## config.mk

```make
export PLATFORM = sky130hd
export DESIGN_NAME = mem_stage_flat
export DESIGN_NICKNAME = d
export VERILOG_FILES = /design/src/rtl/mem_pkg.sv /design/src/rtl/mem_stage_if.sv /design/src/rtl/mem_load_align.sv /design/src/rtl/mem_stage.sv /design/src/flat_wrapper.sv
export SDC_FILE = /design/constraint.sdc
export NUM_CORES = 1
export LEC_CHECK = 0
export ABC_AREA = 1
export ABC_CLOCK_PERIOD_IN_PS = 1400
export BUFFER_PORTS_ARGS = -buffer_cell sky130_fd_sc_hd__buf_2
export CAP_MARGIN = 20
export CORE_MARGIN = 2
export CORE_UTILIZATION = 25
export DETAILED_ROUTE_END_ITERATION = 16
export GPL_TIMING_DRIVEN = 1
export HOLD_SLACK_MARGIN = 0.03
export PLACE_DENSITY = 0.63
export SYNTH_ARGS = -nofsm -noshare
export SYNTH_HDL_FRONTEND = slang
export SYNTH_SLANG_ARGS = --single-unit
```

## constraint.sdc

```tcl
create_clock -name clk -period 1.4 [get_ports clk]
set_clock_uncertainty 0.15 [all_clocks]
set_input_delay 0 -clock clk [delete_from_list [all_inputs] [get_ports clk]]
set_output_delay 0 -clock clk [all_outputs]
set_load 0.03 [all_outputs]
```

## src/rtl/mem_pkg.sv

```systemverilog
// mem_pkg: shared types and constants for the memory pipeline stage.
//   mem_state_e   - handshake FSM states (idle, waiting for ack, bus error)
//   Funct3*       - RISC-V load/store size and sign encodings
//   Be*           - unshifted byte-enable patterns for byte/half/word accesses
//   is_misaligned - true when an access is not naturally aligned
package mem_pkg;

    typedef enum logic [1:0] {
        StIdle = 2'b00,
        StWait = 2'b01,
        StErr  = 2'b10
    } mem_state_e;

    localparam logic [2:0] Funct3Lb  = 3'b000;
    localparam logic [2:0] Funct3Lh  = 3'b001;
    localparam logic [2:0] Funct3Lw  = 3'b010;
    localparam logic [2:0] Funct3Lbu = 3'b100;
    localparam logic [2:0] Funct3Lhu = 3'b101;
    localparam logic [2:0] Funct3Sb  = 3'b000;
    localparam logic [2:0] Funct3Sh  = 3'b001;
    localparam logic [2:0] Funct3Sw  = 3'b010;

    localparam logic [3:0] BeByte = 4'b0001;
    localparam logic [3:0] BeHalf = 4'b0011;
    localparam logic [3:0] BeWord = 4'b1111;

    // Store encodings alias the signed loads, so one decode covers both.
    function automatic logic is_misaligned(input logic [2:0] funct3, input logic [1:0] addr_lo);
        logic mis;
        mis = 1'b0;
        case (funct3)
            Funct3Lh, Funct3Lhu: mis = addr_lo[0];
            Funct3Lw:            mis = (addr_lo != 2'b00);
            default:             mis = 1'b0;
        endcase
        return mis;
    endfunction

endpackage

```

## src/rtl/mem_stage_if.sv

```systemverilog
// mem_stage_if: data-memory request/response bus.
//   dmem_req   - request valid, held until dmem_ack
//   dmem_we    - write enable
//   dmem_addr  - word-aligned address
//   dmem_wdata - lane-replicated store data
//   dmem_be    - byte enables
//   dmem_ack   - request complete this cycle
//   dmem_rdata - read word, valid with dmem_ack
// Modports: master (pipeline stage), slave (memory).
interface mem_stage_if #(
    parameter int unsigned XLEN = 32
);
    logic            dmem_req;
    logic            dmem_we;
    logic [XLEN-1:0] dmem_addr;
    logic [XLEN-1:0] dmem_wdata;
    logic [3:0]      dmem_be;
    logic            dmem_ack;
    logic [XLEN-1:0] dmem_rdata;

    modport master (
        output dmem_req, dmem_we, dmem_addr, dmem_wdata, dmem_be,
        input  dmem_ack, dmem_rdata
    );

    modport slave (
        input  dmem_req, dmem_we, dmem_addr, dmem_wdata, dmem_be,
        output dmem_ack, dmem_rdata
    );
endinterface

```

## src/rtl/mem_load_align.sv

```systemverilog
// mem_load_align: combinational load lane select and extension.
//   rdata     - raw word from memory
//   addr_lo   - low two bits of the effective address
//   funct3    - load size/sign encoding
//   load_data - extended value for write-back
module mem_load_align
    import mem_pkg::*;
#(
    parameter int unsigned XLEN = 32
) (
    input  logic [XLEN-1:0] rdata,
    input  logic [1:0]      addr_lo,
    input  logic [2:0]      funct3,
    output logic [XLEN-1:0] load_data
);

    logic [7:0]  lane_byte;
    logic [15:0] lane_half;

    always_comb begin
        lane_byte = rdata[{addr_lo, 3'b000} +: 8];
        // addr_lo[0] is ignored, so an odd half-word address reads its containing half.
        lane_half = addr_lo[1] ? rdata[31:16] : rdata[15:0];
        case (funct3)
            Funct3Lb:  load_data = {{(XLEN-8){lane_byte[7]}}, lane_byte};
            Funct3Lh:  load_data = {{(XLEN-16){lane_half[15]}}, lane_half};
            Funct3Lbu: load_data = {{(XLEN-8){1'b0}}, lane_byte};
            Funct3Lhu: load_data = {{(XLEN-16){1'b0}}, lane_half};
            default:   load_data = rdata;
        endcase
    end

endmodule

```

## src/rtl/mem_stage.sv

```systemverilog
// mem_stage: MEM pipeline stage with data-memory handshake and MEM/WB register.
//   clk, reset            - clock, synchronous active-high reset
//   alu_res_in            - effective address / ALU result
//   reg_data2_in          - store data
//   rd_in, funct3_in      - destination register, access size/sign
//   memRead_in .. qed_vld_in - EX/MEM control bits
//   dmem                  - data-memory bus (master side)
//   mem_stall             - hold EX/MEM while the access is outstanding
//   wb_data_out .. mem_err_out - registered MEM/WB outputs
// Optional feature: define MEM_MISALIGN_CHECK_EN to turn misaligned accesses into
// errored MEM/WB entries instead of silently aligning them.
module mem_stage
    import mem_pkg::*;
#(
    parameter int unsigned XLEN     = 32,
    parameter int unsigned WAIT_MAX = 15
) (
    input  logic            clk,
    input  logic            reset,
    input  logic [XLEN-1:0] alu_res_in,
    input  logic [XLEN-1:0] reg_data2_in,
    input  logic [4:0]      rd_in,
    input  logic [2:0]      funct3_in,
    input  logic            memRead_in,
    input  logic            memWrite_in,
    input  logic            memtoReg_in,
    input  logic            regWrite_in,
    input  logic            qed_vld_in,
    mem_stage_if.master     dmem,
    output logic            mem_stall,
    output logic [XLEN-1:0] wb_data_out,
    output logic [4:0]      rd_out,
    output logic            regWrite_out,
    output logic            qed_vld_out_mem_wb,
    output logic            mem_err_out
);

    localparam int unsigned     CntW        = $clog2(WAIT_MAX + 1);
    localparam logic [CntW-1:0] LastCnt     = CntW'(WAIT_MAX - 1);
    localparam bit              IdleTimeout = (WAIT_MAX <= 1);

    mem_state_e      state_q, state_d;
    logic [CntW-1:0] cnt_q, cnt_d;
    logic            op, misalign, req, complete;
    logic [XLEN-1:0] load_data;

    // Both memRead_in and memWrite_in set is a store: memWrite_in alone decides direction.
    assign op = memRead_in | memWrite_in;

`ifdef MEM_MISALIGN_CHECK_EN
    assign misalign = op & is_misaligned(funct3_in, alu_res_in[1:0]);
`else
    assign misalign = 1'b0;
`endif

    always_ff @(posedge clk) begin
        if (reset) begin
            state_q <= StIdle;
            cnt_q   <= '0;
        end else begin
            state_q <= state_d;
            cnt_q   <= cnt_d;
        end
    end

    // cnt counts request cycles that have gone unacknowledged.
    always_comb begin
        state_d = state_q;
        cnt_d   = cnt_q;
        unique case (state_q)
            StIdle: begin
                if (op && !misalign && !dmem.dmem_ack) begin
                    if (IdleTimeout) begin
                        state_d = StErr;
                    end else begin
                        state_d = StWait;
                        cnt_d   = CntW'(1);
                    end
                end
            end
            StWait: begin
                if (dmem.dmem_ack) begin
                    state_d = StIdle;
                    cnt_d   = '0;
                end else if (cnt_q >= LastCnt) begin
                    state_d = StErr;
                    cnt_d   = '0;
                end else begin
                    cnt_d = cnt_q + CntW'(1);
                end
            end
            StErr:   state_d = StErr;
            default: state_d = StIdle;
        endcase
    end

    always_comb begin
        req       = 1'b0;
        mem_stall = 1'b0;
        unique case (state_q)
            StIdle: begin
                req       = op & ~misalign;
                mem_stall = op & ~misalign & ~dmem.dmem_ack;
            end
            StWait: begin
                req       = op;
                mem_stall = op & ~dmem.dmem_ack;
            end
            StErr:   mem_stall = 1'b1;
            default: mem_stall = 1'b0;
        endcase
        complete = (state_q != StErr) & ~mem_stall;
        if (reset) begin
            req       = 1'b0;
            mem_stall = 1'b0;
        end
    end

    assign dmem.dmem_req = req;

    // Bus fields derive straight from EX/MEM, which is held while stalled, so they stay stable.
    always_comb begin
        dmem.dmem_addr = {alu_res_in[XLEN-1:2], 2'b00};
        dmem.dmem_we   = req & memWrite_in;
        dmem.dmem_be   = BeWord;
        dmem.dmem_wdata = '0;
        if (memWrite_in) begin
            case (funct3_in)
                Funct3Sb: begin
                    dmem.dmem_be    = BeByte << alu_res_in[1:0];
                    dmem.dmem_wdata = {(XLEN/8){reg_data2_in[7:0]}};
                end
                Funct3Sh: begin
                    dmem.dmem_be    = BeHalf << {alu_res_in[1], 1'b0};
                    dmem.dmem_wdata = {(XLEN/16){reg_data2_in[15:0]}};
                end
                default: begin
                    dmem.dmem_be    = BeWord;
                    dmem.dmem_wdata = reg_data2_in;
                end
            endcase
        end
    end

    mem_load_align #(
        .XLEN (XLEN)
    ) u_load_align (
        .rdata     (dmem.dmem_rdata),
        .addr_lo   (alu_res_in[1:0]),
        .funct3    (funct3_in),
        .load_data (load_data)
    );

    always_ff @(posedge clk) begin
        if (reset) begin
            wb_data_out        <= '0;
            rd_out             <= '0;
            regWrite_out       <= 1'b0;
            qed_vld_out_mem_wb <= 1'b0;
            mem_err_out        <= 1'b0;
        end else if (complete) begin
            wb_data_out        <= (memtoReg_in && !misalign) ? load_data : alu_res_in;
            rd_out             <= rd_in;
            regWrite_out       <= regWrite_in & ~misalign;
            qed_vld_out_mem_wb <= qed_vld_in;
            mem_err_out        <= misalign;
        end else begin
            // Bubble; the error flag sticks once the FSM has given up on the bus.
            regWrite_out       <= 1'b0;
            qed_vld_out_mem_wb <= 1'b0;
            mem_err_out        <= (state_d == StErr);
        end
    end

endmodule
```

## src/flat_wrapper.sv

```systemverilog
// flat-port wrapper written by rule: the top's interface ports become plain ports
module mem_stage_flat import mem_pkg::*;
#(
    parameter int unsigned XLEN     = 32,
    parameter int unsigned WAIT_MAX = 15
)
  (clk, reset, alu_res_in, reg_data2_in, rd_in, funct3_in, memRead_in, memWrite_in, memtoReg_in, regWrite_in, qed_vld_in, mem_stall, wb_data_out, rd_out, regWrite_out, qed_vld_out_mem_wb, mem_err_out, dmem_dmem_req, dmem_dmem_we, dmem_dmem_addr, dmem_dmem_wdata, dmem_dmem_be, dmem_dmem_ack, dmem_dmem_rdata);
  mem_stage_if #(.XLEN(XLEN)) dmem_i ();
  input  logic clk;
  input  logic reset;
  input  logic [XLEN-1:0] alu_res_in;
  input  logic [XLEN-1:0] reg_data2_in;
  input  logic [4:0] rd_in;
  input  logic [2:0] funct3_in;
  input  logic memRead_in;
  input  logic memWrite_in;
  input  logic memtoReg_in;
  input  logic regWrite_in;
  input  logic qed_vld_in;
  output logic mem_stall;
  output logic [XLEN-1:0] wb_data_out;
  output logic [4:0] rd_out;
  output logic regWrite_out;
  output logic qed_vld_out_mem_wb;
  output logic mem_err_out;
  output wire logic [$bits(dmem_i.dmem_req)-1:0] dmem_dmem_req;
  output wire logic [$bits(dmem_i.dmem_we)-1:0] dmem_dmem_we;
  output wire logic [$bits(dmem_i.dmem_addr)-1:0] dmem_dmem_addr;
  output wire logic [$bits(dmem_i.dmem_wdata)-1:0] dmem_dmem_wdata;
  output wire logic [$bits(dmem_i.dmem_be)-1:0] dmem_dmem_be;
  input wire logic [$bits(dmem_i.dmem_ack)-1:0] dmem_dmem_ack;
  input wire logic [$bits(dmem_i.dmem_rdata)-1:0] dmem_dmem_rdata;
  assign dmem_dmem_req = dmem_i.dmem_req;
  assign dmem_dmem_we = dmem_i.dmem_we;
  assign dmem_dmem_addr = dmem_i.dmem_addr;
  assign dmem_dmem_wdata = dmem_i.dmem_wdata;
  assign dmem_dmem_be = dmem_i.dmem_be;
  assign dmem_i.dmem_ack = dmem_dmem_ack;
  assign dmem_i.dmem_rdata = dmem_dmem_rdata;
  mem_stage #(.XLEN(XLEN), .WAIT_MAX(WAIT_MAX)) u_core (.clk(clk), .reset(reset), .alu_res_in(alu_res_in), .reg_data2_in(reg_data2_in), .rd_in(rd_in), .funct3_in(funct3_in), .memRead_in(memRead_in), .memWrite_in(memWrite_in), .memtoReg_in(memtoReg_in), .regWrite_in(regWrite_in), .qed_vld_in(qed_vld_in), .dmem(dmem_i), .mem_stall(mem_stall), .wb_data_out(wb_data_out), .rd_out(rd_out), .regWrite_out(regWrite_out), .qed_vld_out_mem_wb(qed_vld_out_mem_wb), .mem_err_out(mem_err_out));
endmodule
```

==> results.md <==
- Status: finished, violations left
- Failing checks: negative setup slack
- Ys async rst share: 0%
- CTS max path bufs: 2
- Post-DRT Antenna Nets: 0
- Syn Area/Cell: 6.04 um^2
- DIE AREA: 14,000 um^2
- Worst path required time: 1.25 ns
- Post-synth EDFFs: 0
- Wire per inst: 13.9 um
- Placement Setup Slack: -0.223 ns
- Distinct cell type count after synthesis: 36
- Starting density of the core: 25.7%
- Detailed Routing Iterations Pass 1: 6
- Antenna violations before repair: 0
- Num CTS Buffers: 5
- Worst min path class: in2reg
- Period minus WS final: 1.44 ns
- Die X: 118 um
- Max-slew headroom: between 60% and 70%
- Global route overflow: 0
- Area grow syn2layout: 68.5%
- # DRC: 0
- DRT Wirelength: 13,700 um
- Worst VDD drop: approximately 380 uV
- Crit path buffers/inverters: 5
- Cells along the critical path: inv_4, nor2_4, inv_2, nand2_2, nand2_2, inv_4, buf_8, buf_6
- Actual slew at the worst max-slew pin: ~0.54 ns
- Hpwl dp: 9910 um
- Worst setup SP type: flop
- Placed Cells: 903
- Row count: 41
- Synthesized instance count: 542
- Max Freq: 0.694 GHz
- Final setup viols: 3
- Main flop type after synthesis: dfxtp_1
- Final period utilization: 103%
- Setup TNS: -0.0907 ns
- Top-Level Pins: about 220
- RSZ-0062 raised after global routing: yes
- Crit end category: output pin
- Worst-path clk slew: roughly 0.070 ns
- Critical path's top delay family: buffers and inverters
- Root Buffer: clkbuf_16
- Initial drt markers: 298
- Crit Path Category: reg2out
- Fillers: 1,376
- Largest net degree at the start of global routing: 35
- Post-layout util: about 43%
- Worst Setup SP: u_core.state_q[1]
- Core ar.: roughly 13,000 um^2
- Worst hold start: dmem_dmem_rdata[31]
- # diodes: 0
- Fin cells: 990
- Post-synthesis sequential area ratio: about 28%
- CP Max Fanout: 4
- Slowest CP cell: dfxtp_2
- Worst skew pair latency: 0.29 ns
- Mapped cell area: 3270 um^2
- Final Slew Violations: 0
- Max incr delay on CP: between 0.3 and 0.4 ns
- Arrival @ worst endpoint: roughly 1.3 ns
- Synthesized flop and latch total: 46
- Global-route wire length before repair: 21,700 um
- Number of global-route vias before repair: 4,289
- H-Tree Depth: 2
- Final nets: around 930
- Global Route Usage Sum: ~19%
- Worst R2R Start: u_core.state_q[1]
- Power per Cell Area: 819 nW/um^2
- GPL Wtd Cong: 0.835
- Clk sinks: 46
- Share of layout cells above drive strength 1: 36.2%
- Synth warnings: 0
- CTS tree: built
- Port bufs: between 200 and 250
- Hold Fails Final Rpt: 0
- Via density per instance: 4.44
- Final setup margin: -0.0412 ns
- Die Ht: 118 um
- Routed vias: roughly 4,400
- Total leakage power: 2.88 nW
- # Max-Cap Violations: 0
==> per-stage QoR <==
| stage | hold WS [ns] | power [mW] | cell area, um^2 |
|---|---|---|---|
| global route | 0.102 | 4.77 | 5510 |
| floorplan | -0.0378 | 2.45 | 3280 |
| finish | 0.0568 | 4.52 | 5510 |
| global placement | 0.0712 | 2.95 | 4460 |
| CTS | 0.0202 | 4.52 | 5400 |
| detailed placement | 0.0710 | 2.96 | 4460 |
==> area by class of cell <==
class / count / area [um^2] / area share (%)
Clock buffer: 6 / 129 / 2.34
Clock inverter: 2 / 37.5 / 0.681
Multi-Input combinational cell: 402 / 1910 / 34.7
Timing Repair Buffer: 324 / 2140 / 38.8
Tap cell: 172 / 215 / 3.90
Inverter: 38 / 155 / 2.81
Sequential cell: 46 / 925 / 16.8
==> layer usage <==
layer,GRT usage [%],up-vias,wire length [um]
met4,3.72,0,159
met1,25.2,1973,6160
met2,32.1,151,6410
met5,0,-,0
met3,4.78,15,983
li1,-,2253,-
==> cells by family (layout without fill, tap and decap cells) <==
logic type / count (synthesis) / count (layout) / share of synthesized area (%)
buffers and inverters: 95 / 370 / 15.8
other: 1 / 2 / 0.115
AO/OA/AOI/OAI: 109 / 109 / 18.9
adder cells (fa/ha/maj): 2 / 2 / 0.764
AND/OR/NAND/NOR: 289 / 289 / 36.2
flip-flops: 46 / 46 / 28.1
==> power by group <==
group | switching (mW) | internal [mW] | leakage [nW] | total [mW]
combinational | 1.04 | 0.647 | 2.43 | 1.69
clock | 0.525 | 0.844 | 0.0771 | 1.37
sequential | 0.0489 | 1.41 | 0.381 | 1.46
total | 1.62 | 2.90 | 2.88 | 4.52
==> worst register-to-register path, cell delays in order (launching register included) <==
cell,delay [ns]
dfxtp_2,0.33
inv_4,0.08
nor2_4,0.04
inv_2,0.08
nand2_2,0.06
nand2_2,0.11
inv_4,0.05
buf_8,0.12
buf_6,0.12
a22o_1,0.18
==> cell usage in the layout (no fill, tap or decap), drive strengths merged <==
| master | synthesis | layout |
|---|---|---|
| a22oi | 1 | 1 |
| nor2 | 93 | 93 |
| nand2 | 173 | 173 |
| bufinv | 0 | 1 |
| buf | 46 | 251 |
| nand4 | 6 | 6 |
| inv | 37 | 37 |
| nand3 | 13 | 13 |
| conb | 1 | 2 |
| a22o | 5 | 5 |
| o22ai | 9 | 9 |
| a21oi | 9 | 9 |
| clkinvlp | 0 | 1 |
| clkbuf | 11 | 6 |
| dlygate4sd3 | 0 | 73 |
| clkinv | 1 | 1 |
| o21bai | 1 | 1 |
| nor3 | 3 | 3 |
| nor3b | 1 | 1 |
| dfxtp | 46 | 46 |
| ha | 2 | 2 |
| o21ai | 75 | 75 |
| a211oi | 1 | 1 |
| o211ai | 7 | 7 |
| a31oi | 1 | 1 |
==> cells in the mapped netlist (all sizes together) (2+ instances only) <==
cell type	count	area [um^2]
nand2	173	674
nand4	6	37.5
o211ai	7	66.3
a22o	5	43.8
inv	37	139
buf	46	333
a21oi	9	45.0
dfxtp	46	921
nor3	3	15.0
nand3	13	77.6
ha	2	25.0
o21ai	75	379
clkbuf	11	42.5
nor2	93	374
o22ai	9	56.3
==> repair_timing <==
item	in CTS	in global routing
resized for setup	13	25
pin swaps	1	6
hold buffers	73	0
setup endpoints to repair	34	46
hold endpoints to repair	46	0
buffers inserted	2	5
==> registers in the layout, indices dropped and copies added (netlist names) <==
name,count
u_core.mem_err_out,1
u_core.qed_vld_out_mem_wb,1
u_core.state_q,2
u_core.regWrite_out,1
u_core.rd_out,5
u_core.wb_data_out,32
u_core.cnt_q,4
==> path summary, 6_finish.rpt <==
| check | to | slack (ns) | cells after the start |
|---|---|---|---|
| setup / recovery | mem_stall | -0.04 | 8 |
| hold / removal | u_core.wb_data_out[31] | 0.06 | 5 |
| setup reg to reg | u_core.rd_out[0] | -0.03 | 9 |
| hold reg to reg | u_core.wb_data_out[8] | 0.30 | 2 |
(Power assumes the default switching activity.)
